### config.mk
export PLATFORM = sky130hd
export DESIGN_NAME = reg_file_2r1w
export DESIGN_NICKNAME = d
export VERILOG_FILES = /design/src/rtl/reg_file_2r1w.sv
export SDC_FILE = /design/constraint.sdc
export NUM_CORES = 1
export LEC_CHECK = 0
export ABC_AREA = 1
export BUFFER_PORTS_ARGS = -buffer_cell sky130_fd_sc_hd__buf_2
export CORE_MARGIN = 1
export CORE_UTILIZATION = 55
export CTS_CLUSTER_SIZE = 14
export DETAILED_ROUTE_END_ITERATION = 8
export HOLD_SLACK_MARGIN = 0.02
export PLACE_DENSITY = 0.74
export SETUP_SLACK_MARGIN = 0.02
export SLEW_MARGIN = 20
export SYNTH_ARGS = -nofsm -noshare
export SYNTH_HDL_FRONTEND = slang
export SYNTH_SLANG_ARGS = --single-unit
export TNS_END_PERCENT = 10
### constraint.sdc
create_clock -name clk -period 4.3 [get_ports clk]
set_input_delay 0.43 -clock clk [delete_from_list [all_inputs] [get_ports clk]]
set_output_delay 0.43 -clock clk [all_outputs]
set_load 0.01 [all_outputs]
### src/rtl/reg_file_2r1w.sv
// Two-read, one-write register file with registered read ports, write-first
// forwarding, optional hardwired-zero register 0 and a synchronous bulk clear.
module reg_file_2r1w #(
    parameter int DATA_W  = 16,
    parameter int DEPTH   = 8,
    parameter int ADDR_W  = $clog2(DEPTH),
    parameter int ZERO_R0 = 0
) (
    input  logic              clk,
    input  logic              rst_n,
    input  logic              clear,
    input  logic              wr_en,
    input  logic [ADDR_W-1:0] wr_addr,
    input  logic [DATA_W-1:0] wr_data,
    input  logic              rd_en_a,
    input  logic [ADDR_W-1:0] rd_addr_a,
    output logic [DATA_W-1:0] rd_data_a,
    output logic              rd_valid_a,
    input  logic              rd_en_b,
    input  logic [ADDR_W-1:0] rd_addr_b,
    output logic [DATA_W-1:0] rd_data_b,
    output logic              rd_valid_b
);

    // Read handshake: rd_en sampled at an edge yields rd_valid high for exactly
    // the following cycle with rd_data; there is no ready, reads never stall.

    // One extra bit so DEPTH itself is representable (DEPTH=256, ADDR_W=8).
    localparam logic [ADDR_W:0] DEPTH_L = DEPTH[ADDR_W:0];

    logic [DATA_W-1:0] mem [DEPTH];

    logic wr_in_range, wr_is_r0, wr_eff;
    logic rd_in_range_a, rd_is_r0_a, rd_in_range_b, rd_is_r0_b;
    logic [DATA_W-1:0] rd_next_a, rd_next_b;

    assign wr_in_range   = ({1'b0, wr_addr} < DEPTH_L);
    assign wr_is_r0      = (ZERO_R0 != 0) && (wr_addr == '0);
    assign wr_eff        = wr_en && !clear && wr_in_range && !wr_is_r0;

    assign rd_in_range_a = ({1'b0, rd_addr_a} < DEPTH_L);
    assign rd_is_r0_a    = (ZERO_R0 != 0) && (rd_addr_a == '0);
    assign rd_in_range_b = ({1'b0, rd_addr_b} < DEPTH_L);
    assign rd_is_r0_b    = (ZERO_R0 != 0) && (rd_addr_b == '0);

    // Clear, hardwired zero and out-of-range all read as zero; otherwise
    // a coincident effective write to the same address wins over storage.
    always_comb begin
        rd_next_a = '0;
        if (!clear && rd_in_range_a && !rd_is_r0_a) begin
            if (wr_eff && (wr_addr == rd_addr_a)) rd_next_a = wr_data;
            else                                  rd_next_a = mem[rd_addr_a];
        end
    end

    always_comb begin
        rd_next_b = '0;
        if (!clear && rd_in_range_b && !rd_is_r0_b) begin
            if (wr_eff && (wr_addr == rd_addr_b)) rd_next_b = wr_data;
            else                                  rd_next_b = mem[rd_addr_b];
        end
    end

    always_ff @(posedge clk) begin
        if (!rst_n) begin
            for (int i = 0; i < DEPTH; i++) mem[i] <= '0;
            rd_data_a  <= '0;
            rd_valid_a <= 1'b0;
            rd_data_b  <= '0;
            rd_valid_b <= 1'b0;
        end else begin
            if (clear) begin
                for (int i = 0; i < DEPTH; i++) mem[i] <= '0;
            end else if (wr_eff) begin
                mem[wr_addr] <= wr_data;
            end
            rd_valid_a <= rd_en_a;
            rd_valid_b <= rd_en_b;
            if (rd_en_a) rd_data_a <= rd_next_a;
            if (rd_en_b) rd_data_b <= rd_next_b;
        end
    end

endmodule

==> results.cfg, run 1 <==
[cts]
cts-root-to-sink-buffers = 2
htree_levels = 4
post_cts_setup_repair_bufs = 0
path_clk_slew_ns = 0.06
cts.root.buffer_cell = clkbuf_16
clk-insertion-delay-late_ns = 0.44
post_cts_hold_buffer_count = 0
numClockSinks = 162
tritoncts.num_buffers = 17
cts_tree = done
cts.repair.resized = 0

[status]
outcome = finished clean

[worst_setup_path]
rr_worst_depth = 6
timing.critical_path.to_type = flip-flop
critPathArrivalTime_ns = 2.37
worstPathRequired_ns = 4.37
worst-path-max-fanout = 33
worst-setup-path-type = input pin to flip-flop
worstSetupStartpointType = input pin

[grt]
antenna_found_initial = 0
first_global_vias = 6726
grt_start_max_net_pins = 66
grt_first_pass_wirelength_mm = 41.1
grt_util_all_layers_pct = 35.1
overflow = 0

[yosys]
postSynthNetCount = 1147
yosys_warnings = 0
synth.distinct_cells = 22
synth_cells = 1116
yosys_register_bits = 162
portion_of_the_post_synthesis_area_used_by_sequential_elements_pct = 51.2
synth_area_um2 = 8840
syn-mean-instance-area_um2 = 7.92

[finish]
final_layout_size_suffix_gt1_share_pct = 12.6
fin_nets = 1166
layout-area-overhead-vs-synth_pct = 9.41
num-fill-cells = 1377
layout.area.seq_um2 = 4520
multiInputGateArea_um2 = 3670
layout.cells.most_common_list = nand2_1, nand3_1, nor2_1, edfxtp_1, buf_2
final_area_um2 = 9670
layout.cells.most_common = nand2_1

[die]
area_inside_the_core_boundary_um2 = 15400
initial_utilization_pct = 57.3
chipHeight_um = 129
placementRows = 45
pin_count = 65
chip_width_um = 129
die_area_um2 = 16600

[worst_hold_path]
timing.hold.worst_path_depth = 3
hold_class = input pin to flip-flop

[place]
pre_cts_ws_ns = 1.57
postPlaceCellArea_um2 = 9060
port_buffers = 64
globalplace.congestion = 0.985
dpl.hpwl_mm = 18.4

[pwr]
report.power.total_mw = 3.87
power_per_cell_area_nw_per_um2 = 401
cellLeakagePower_nw = 4.30
irDropWorstVdd_v = 0.000271

[sta]
fin_crit_sh_pct = 53.6
timing.slew.headroom_pct = 32.3
report.final.hold_viol_count = 0
report.final.setup_viol = 0
finClkSkew_ns = 0.00762
period_minus_slack_ns = 2.30
slew_violations = 0
max_slew.worst_pin.slew_ns = 1.01
setup_repair_after_global_routing_missed_its_margin = false
max_freq_mhz = 434
fin_setup_tns_ns = 0
final_critical_path_setup_slack_ns = 2.00

[route]
via_count = 8048
wirelength_mm = 28.0
route.detailed.vias_per_inst = 5.92
route.detailed.wl_per_inst_um = 20.6
drt_iter0_drc = 1618
route.detailed.drc = 0
firstDrtPassIters = 5
route.antenna.remaining_nets = 0

[run]
cap_viol_max_count = 0
stage by stage:
stage,hold WS [ns],cells,util (%)
global route,0.204,1359,62.7
global placement,0.453,1327,58.7
finish,0.204,1360,62.7
CTS,0.195,1359,62.7
detailed placement,0.452,1327,58.7
floorplan,0.487,1116,-
kinds of logic (layout without fill, tap and decap cells):
logic type             Yosys count  after routing  share of synthesized area [%]
buffers and inverters          133            165                           7.26
AOI/OAI and AO/OA               32             32                           1.85
DFF                            162            162                           51.2
and+or+nand+nor                789            789                           39.7
other                            0              1                              0
worst paths after layout:
check | start | to | slack [ns]
max | rst_n | mem[0][13]$_SDFFCE_PN0P_ | 2.00
min | rd_en_b | rd_valid_b$_SDFF_PN0_ | 0.20
max reg2reg | mem[7][3]$_SDFFCE_PN0P_ | rd_data_a[3]$_SDFFE_PN0P_ | 2.95
min reg2reg | rd_data_a[9]$_SDFFE_PN0P_ | rd_data_a[9]$_SDFFE_PN0P_ | 0.46
synthesized netlist by cell type:
| cell type | count | share of area (%) |
|---|---|---|
| a21oi_1 | 31 | 1.8 |
| a21oi_2 | 1 | 0.099 |
| buf_1 | 5 | 0.21 |
| buf_2 | 31 | 1.8 |
| buf_4 | 7 | 0.59 |
| buf_6 | 10 | 1.3 |
| clkbuf_1 | 16 | 0.68 |
| clkinv_1 | 16 | 0.68 |
| dfxtp_1 | 34 | 7.7 |
| edfxtp_1 | 128 | 43 |
| inv_1 | 40 | 1.7 |
| inv_2 | 7 | 0.30 |
| inv_4 | 1 | 0.071 |
| nand2_1 | 375 | 16 |
| nand2_2 | 4 | 0.28 |
| nand2_4 | 11 | 1.4 |
| nand3_1 | 245 | 14 |
| nand3_2 | 11 | 1.2 |
| nor2_1 | 134 | 5.7 |
| nor2_2 | 1 | 0.071 |
| nor2_4 | 6 | 0.76 |
| nor2_8 | 2 | 0.45 |
routing by layer:
layer / GRT usage (%) / vias up / part of all wire (%)
li1: - / 3704 / -
met4: 21.2 / 0 / 5.7
met1: 52.3 / 3660 / 42
met5: 0 / - / 0
met2: 44.7 / 615 / 38
met3: 9.65 / 69 / 15
flip-flops by register name (all words and copies together), names as in the netlist:
signal / flops
mem: 128
rd_data_a: 16
rd_data_b: 16
rd_valid_a: 1
rd_valid_b: 1
report_power, final:
part / internal (mW) / switching [mW]
clock network: 0.920 / 0.645
registers: 1.77 / 0.0588
logic: 0.125 / 0.352
total: 2.82 / 1.06
area by class of cell:
cell class	instances	share of cell area, %
Antenna cell	1	0.0259
Clock buffer	18	4.44
Clock inverter	14	1.84
Inverter	64	2.51
Multi-Input combinational cell	821	38.0
Sequential cell	162	46.8
Tap cell	211	2.73
Timing Repair Buffer	69	3.70
critical path, stage by stage:
cell,delay (ns)
buf_2,0.11
inv_2,0.23
nor2_4,0.39
nand2_4,0.11
nor2_4,0.28
nand2_4,0.21
nand2_1,0.58
Power figures use the tool's default switching activity.
==> run 2: changes to the inputs <==
- clock period: 4.3 -> 2.3 ns (I/O delays scaled with it)
==> run 2 against run 1 <==
  * Clock power increased by 100%
  * Combinational power up 100%
  * Register-to-register slack worse by 2.0 ns
  * Total power grew 95%
  * Final cell count is 2.5% higher
  * First-iteration DRC count fell by 27%
  * Via count rose by 2.5%
  * Critical path depth up 1
  * Setup slack worse by 1.4 ns
  * Global-route usage is 1.2 points higher
  * Flip-flop and latch count unchanged
  * Sequential share of layout area decreased by 1.7 points
  * Highest routed layer unchanged
==> results.cfg, run 2 (synthesis results as in run 1) <==
[status]
outcome = finished clean

[worst_setup_path]
timing.critical_path.to_type = flip-flop
cp_buf_inv_count = 4
reg2reg_from = mem[4][11]$_SDFFCE_PN0P_
rr_endpoint = rd_data_a[11]$_SDFFE_PN0P_
crit_path_top_delay_cell = nor2_2
timing.critical_path.cells = dlygate4sd3_1, buf_2, inv_2, nor2_2, nand2_1, inv_1, nand2_1, a21oi_1
critPathArrivalTime_ns = 2.07
crit_path_max_incr_delay_ns = 0.67
path_common_cell = nand2_1
rr_worst_depth = 6
reg2reg_setup_slack_ns = 0.98
worstSetupStartpointType = input pin
path_delay_family = simple AND/OR/NAND/NOR gates
worst-path-max-fanout = 17
worstPathRequired_ns = 2.67
worst-setup-path-type = input pin to flip-flop

[cts]
cts-root-to-sink-buffers = 2
numClockSinks = 162
cts.repair.resized = 0
tritoncts.num_buffers = 17
cts_tree = done
post_cts_setup_repair_bufs = 0
htree_levels = 4
clk-insertion-delay-late_ns = 0.44
path_clk_slew_ns = 0.07
cts.root.buffer_cell = clkbuf_16

[worst_hold_path]
whs_endpoint = rd_data_b[0]$_SDFFE_PN0P_
hold_class = input pin to flip-flop
min_from = rd_addr_b[2]
timing.hold.worst_path_depth = 5

[route]
drt_iter0_drc = 1177
met1Wirelength_mm = 11.1
route.detailed.drc = 0
wirelength_mm = 28.8
highest-signal-layer = met4
dr_wl_met2_mm = 12.4
route.antenna.remaining_nets = 0
firstDrtPassIters = 5
route.detailed.vias_per_inst = 5.92
met3WireLength_mm = 3.58
via_count = 8253
route.detailed.wl_per_inst_um = 20.7

[place]
port_buffers = 64
globalplace.congestion = 0.923
pre_cts_ws_ns = 0.381
dpl.hpwl_mm = 18.5

[finish]
fin_nets = 1201
largest_register_ffs = 128
num-fill-cells = 1364
layout_top_registers = mem: 128 flops, rd_data_a: 16 flops, rd_data_b: 16 flops
largest_register = mem
layout-area-overhead-vs-synth_pct = 13.5
antenna-diode-count = 0
layout.cells.most_common = nand2_1
layout.cells.most_common_list = nand2_1, nand3_1, nor2_1, edfxtp_1, buf_2
final_layout_size_suffix_gt1_share_pct = 15.1

[sta]
finClkSkew_ns = 0.00867
slew_violations = 0
fin_setup_tns_ns = 0
timing.slew.headroom_pct = 45.9
report.final.hold_viol_count = 0
final_critical_path_setup_slack_ns = 0.602
period_minus_slack_ns = 1.70
setup_repair_after_global_routing_missed_its_margin = false
fin_crit_sh_pct = 73.8
max_freq_mhz = 589
report.final.setup_viol = 0
max_slew.worst_pin.slew_ns = 0.811

[pwr]
power_per_cell_area_nw_per_um2 = 753
pwr-share-seq_pct = 45.0
part_of_the_total_power_dissipated_in_the_clock_network_pct = 42.3
sw_share_pct = 26.7
power.switching_mw = 2.02
internal-power_mw = 5.53
cellLeakagePower_nw = 4.50
report.power.total_mw = 7.55
pwr-share-comb_pct = 12.7
irDropWorstVdd_v = 0.000577

[die]
chipHeight_um = 129
die_area_um2 = 16600
pin_count = 65
chip_width_um = 129
area_inside_the_core_boundary_um2 = 15400
placementRows = 45
initial_utilization_pct = 57.3

[run]
cap_viol_max_count = 0

[grt]
grt_first_pass_wirelength_mm = 43.5
overflow = 0
first_global_vias = 7480
grt_start_max_net_pins = 65
antenna_found_initial = 0
grt_util_all_layers_pct = 36.3
-- run 2: changes by cell type in the layout (fill, tap and decap cells not counted) --
cell	before	now
nor2_2	1	3
buf_12	0	3
nor2_1	134	132
clkinv_1	17	16
diode_2	1	0
bufinv_16	3	5
clkinv_4	3	2
dlygate4sd3_1	0	4
buf_4	5	33
-- run 2: per-stage QoR --
step | area, um2 | std cells | utilization, % | hold WS, ns
global route | 10000 | 1394 | 65.0 | 0.305
detailed placement | 9330 | 1358 | 60.5 | 0.444
global placement | 9330 | 1358 | 60.5 | 0.436
finish | 10000 | 1394 | 65.0 | 0.298
CTS | 10000 | 1394 | 65.0 | 0.281
floorplan | 8840 | 1116 | - | 0.323
-- run 2: worst max path at each step --
stage	start	to	depth (start not counted)
after floorplan	rst_n	mem[1][0]$_SDFFCE_PN0P_	7
after global placement	clear	mem[3][3]$_SDFFCE_PN0P_	7
after detailed placement	rd_en_b	rd_data_b[3]$_SDFFE_PN0P_	7
after CTS	rd_en_b	rd_data_b[3]$_SDFFE_PN0P_	8
after global routing	rd_en_b	rd_data_b[13]$_SDFFE_PN0P_	8
final	rd_en_b	rd_data_b[3]$_SDFFE_PN0P_	8
-- run 2: power by group through the flow --
stage          logic (mW)  registers, mW  clock network (mW)
3_3_place_gp        0.906           3.46                   0
2_1_floorplan       0.576           3.45                   0
6_report            0.957           3.40                3.19
3_5_place_dp        0.917           3.46                   0
5_1_grt              1.02           3.42                3.31
4_1_cts             0.927           3.40                3.20
-- run 2: routing by layer --
layer	global-route usage [%]	vias to the layer above
met4	23.7	0
met5	0	-
met3	10.4	108
met2	52.1	624
li1	-	3767
met1	48.2	3754
-- run 2: area by class of cell --
cell class | instances | area (um2) | area share (%)
multi-input combinational | 821 | 3680 | 36.7
clock inverter | 14 | 225 | 2.24
timing repair buffer | 104 | 668 | 6.66
clock buffer | 18 | 429 | 4.28
sequential | 162 | 4520 | 45.1
inverter | 64 | 243 | 2.42
tap | 211 | 264 | 2.63
-- run 2: what timing repair did --
item | CTS | global route
hold endpoints to repair | 2 | 0
setup endpoints to repair | 0 | 0
hold buffers | 4 | 0
-- run 2: worst reg2reg max path, cell delays in order (launching register included) --
cell,delay (ns)
edfxtp_1,0.44
nand2_1,0.10
nand3_1,0.07
nand3_1,0.19
nand3_1,0.14
nand2_1,0.18
a21oi_1,0.08
==> run 3: changes to the inputs <==
- ABC_AREA: 1 -> 0
- CORE_UTILIZATION: 55 -> 54
- PLACE_DENSITY: 0.74 -> 0.76
- clock period: 2.3 -> 1.5 ns (I/O delays scaled with it)
==> run 3 against run 2 <==
  * Critical path depth fell by 1
  * Clock skew increased by 0.00091 ns
  * Total power rose by 40%
  * Largest power group unchanged
  * Via count down 36%
  * First-iteration DRC count decreased by 60%
  * Sequential power grew 53%
  * Core utilization increased by 1.2 points
  * Non-clock buffer count increased by 30
  * Flip-flop and latch count unchanged
  * Critical path type unchanged
  * Synthesized area down 9.4%
  * Design area is 4.4% lower
  * Critical endpoint is now rd_data_a[0]$_SDFFE_PN0P_
  * Routed wire length fell by 30%
==> results.cfg, run 3 <==
[worst_setup_path]
worst-setup-path-type = input pin to flip-flop
worst-path-max-fanout = 7
timing.critical_path.to_type = flip-flop
worstPathRequired_ns = 1.85
critPathArrivalTime_ns = 1.73
worstSetupStartpointType = input pin

[yosys]
yosys_register_bits = 162
synthTopCellsByArea = edfxtp_1, mux4_2, and2_1
syn-mean-instance-area_um2 = 15.0
ys.flop_type = edfxtp_1
synth.distinct_cells = 26
ys_async_sr_fraction_pct = 0
synthDominantCellAreaShare_pct = 48.0
ys_top_cells_by_count = and2_1, edfxtp_1, mux4_2
synth_edf_count = 128
yosysMostFrequentCell = and2_1
postSynthNetCount = 564
synthDominantAreaCellType = edfxtp_1
synth_area_um2 = 8010
yosys_warnings = 0
synth_cells = 533
portion_of_the_post_synthesis_area_used_by_sequential_elements_pct = 56.5

[finish]
fin_nets = 676
layout_top_registers = mem: 128 flops, rd_data_a: 16 flops, rd_data_b: 16 flops
final_layout_size_suffix_gt1_share_pct = 35.3
largest_register = mem
layout.cells.most_common = and2_1
antenna-diode-count = 0
layout.cells.most_common_list = and2_1, edfxtp_1, mux4_2, buf_2, buf_4
layout-area-overhead-vs-synth_pct = 19.8
largest_register_ffs = 128

[grt]
use_met2_pct = 48.9
grt_first_pass_wirelength_mm = 30.3
busiest_layer = met2
first_global_vias = 5382
antenna_found_initial = 0
grt_start_max_net_pins = 23
grt_util_all_layers_pct = 28.6
overflow = 0
globalRouteMet3Util_pct = 6.32
met1_usage_pct = 34.4

[route]
drt_iter0_drc = 476
via_count = 5310
route.antenna.remaining_nets = 0
route.detailed.drc = 0
firstDrtPassIters = 5
route.detailed.wl_per_inst_um = 24.1
route.detailed.vias_per_inst = 6.31
wirelength_mm = 20.3

[die]
chipHeight_um = 124
die_area_um2 = 15300
pin_count = 65
initial_utilization_pct = 55.3
area_inside_the_core_boundary_um2 = 14500
placementRows = 44
chip_width_um = 124

[cts]
cts.root.buffer_cell = clkbuf_16
clk-insertion-delay-late_ns = 0.43
cts-root-to-sink-buffers = 2
cts_tree = done
tritoncts.num_buffers = 17
path_clk_slew_ns = 0.06
post_cts_setup_repair_bufs = 0
htree_levels = 4
numClockSinks = 162

[place]
globalplace.congestion = 0.866
dpl.hpwl_mm = 14.0
port_buffers = 64

[sta]
hold_slack_ns = 0.0876
report.final.hold_viol_count = 0
max_freq_mhz = 727
timing.slew.headroom_pct = 55.8
period_minus_slack_ns = 1.37
setup_repair_after_global_routing_missed_its_margin = false
max_slew.worst_pin.slew_ns = 0.662
finClkSkew_ns = 0.00957
slew_violations = 0
fin_crit_sh_pct = 91.7
report.final.setup_viol = 0

[pwr]
irDropWorstVdd_v = 0.000880
report.power.total_mw = 10.6
power_per_cell_area_nw_per_um2 = 1110
cellLeakagePower_nw = 3.80

[worst_hold_path]
hold_class = input pin to flip-flop

[run]
cap_viol_max_count = 0

[status]
outcome = finished clean
==> run 3: cell count changes after synthesis, sizes merged, moves of 32 or more <==
cell and delta:
mux2i +32, inv -48, nand2 -387, nor2 -137
a22oi +32, o21ai +38, mux4 +64, nand3 -255
and2 +130, a21oi -32
==> run 3: critical path, cell delays in order <==
cell and delay (ns):
dlygate4sd3_1 0.53, buf_2 0.14, nand4b_1 0.15, nor4bb_4 0.35
buf_4 0.23, a22oi_1 0.10, o21ai_0 0.08
==> run 3: logic make-up after synthesis <==
group,synth area share [%]
flip-flops,56.5
XOR/XNOR,0.656
AND/OR/NAND/NOR,12.3
buffers and inverters,2.84
multiplexers,22.0
AO/OA/AOI/OAI,5.78
==> run 3: routing by layer <==
metal | share of wire, % | wire, um
met1 | 36 | 7370
met5 | 0 | 0
met2 | 52 | 10500
met4 | 3.6 | 734
met3 | 8.3 | 1680
==> run 3: report_power, final <==
group          total, mW  internal (mW)  switching [mW]  leakage [nW]
sequential          5.21           5.08           0.127          1.67
combinational       1.11          0.553           0.554          1.85
clock               4.29           2.59            1.70         0.276
total               10.6           8.22            2.38          3.80
==> run 3: repair_timing <==
item | CTS | global route
resized for setup | 1 | 6
hold endpoints to repair | 2 | 0
pin swaps | 0 | 2
setup endpoints to repair | 1 | 33
hold buffers | 3 | 0
==> run 3: cell type report <==
type | count | area [um2]
multi-input combinational | 330 | 3300
sequential | 162 | 4520
clock buffer | 20 | 437
tap | 184 | 230
timing repair buffer | 134 | 966
fill | 982 | 4880
clock inverter | 12 | 140
==> run 3: metrics by stage <==
stage / instance area (um2) / setup slack [ns] / util, % / cells / setup TNS [ns]
floorplan: 8010 / -0.213 / - / 533 / -23.57
global placement: 8970 / -0.300 / 61.9 / 807 / -11.95
detailed placement: 8970 / -0.396 / 61.9 / 807 / -15.58
CTS: 9580 / 0.0354 / 66.2 / 842 / 0
global route: 9600 / 0.0477 / 66.3 / 842 / 0
finish: 9600 / 0.125 / 66.3 / 842 / 0
==> run 3: worst paths after layout <==
path,start,endpoint,slack [ns],cells after the start
worst min-delay path,wr_data[10],rd_data_b[10]$_SDFFE_PN0P_,0.09,3
worst max-delay path,rd_en_a,rd_data_a[0]$_SDFFE_PN0P_,0.13,7
worst max register to register,mem[2][2]$_SDFFCE_PN0P_,rd_data_b[2]$_SDFFE_PN0P_,0.15,3
worst min register to register,rd_data_a[8]$_SDFFE_PN0P_,rd_data_a[8]$_SDFFE_PN0P_,0.47,2
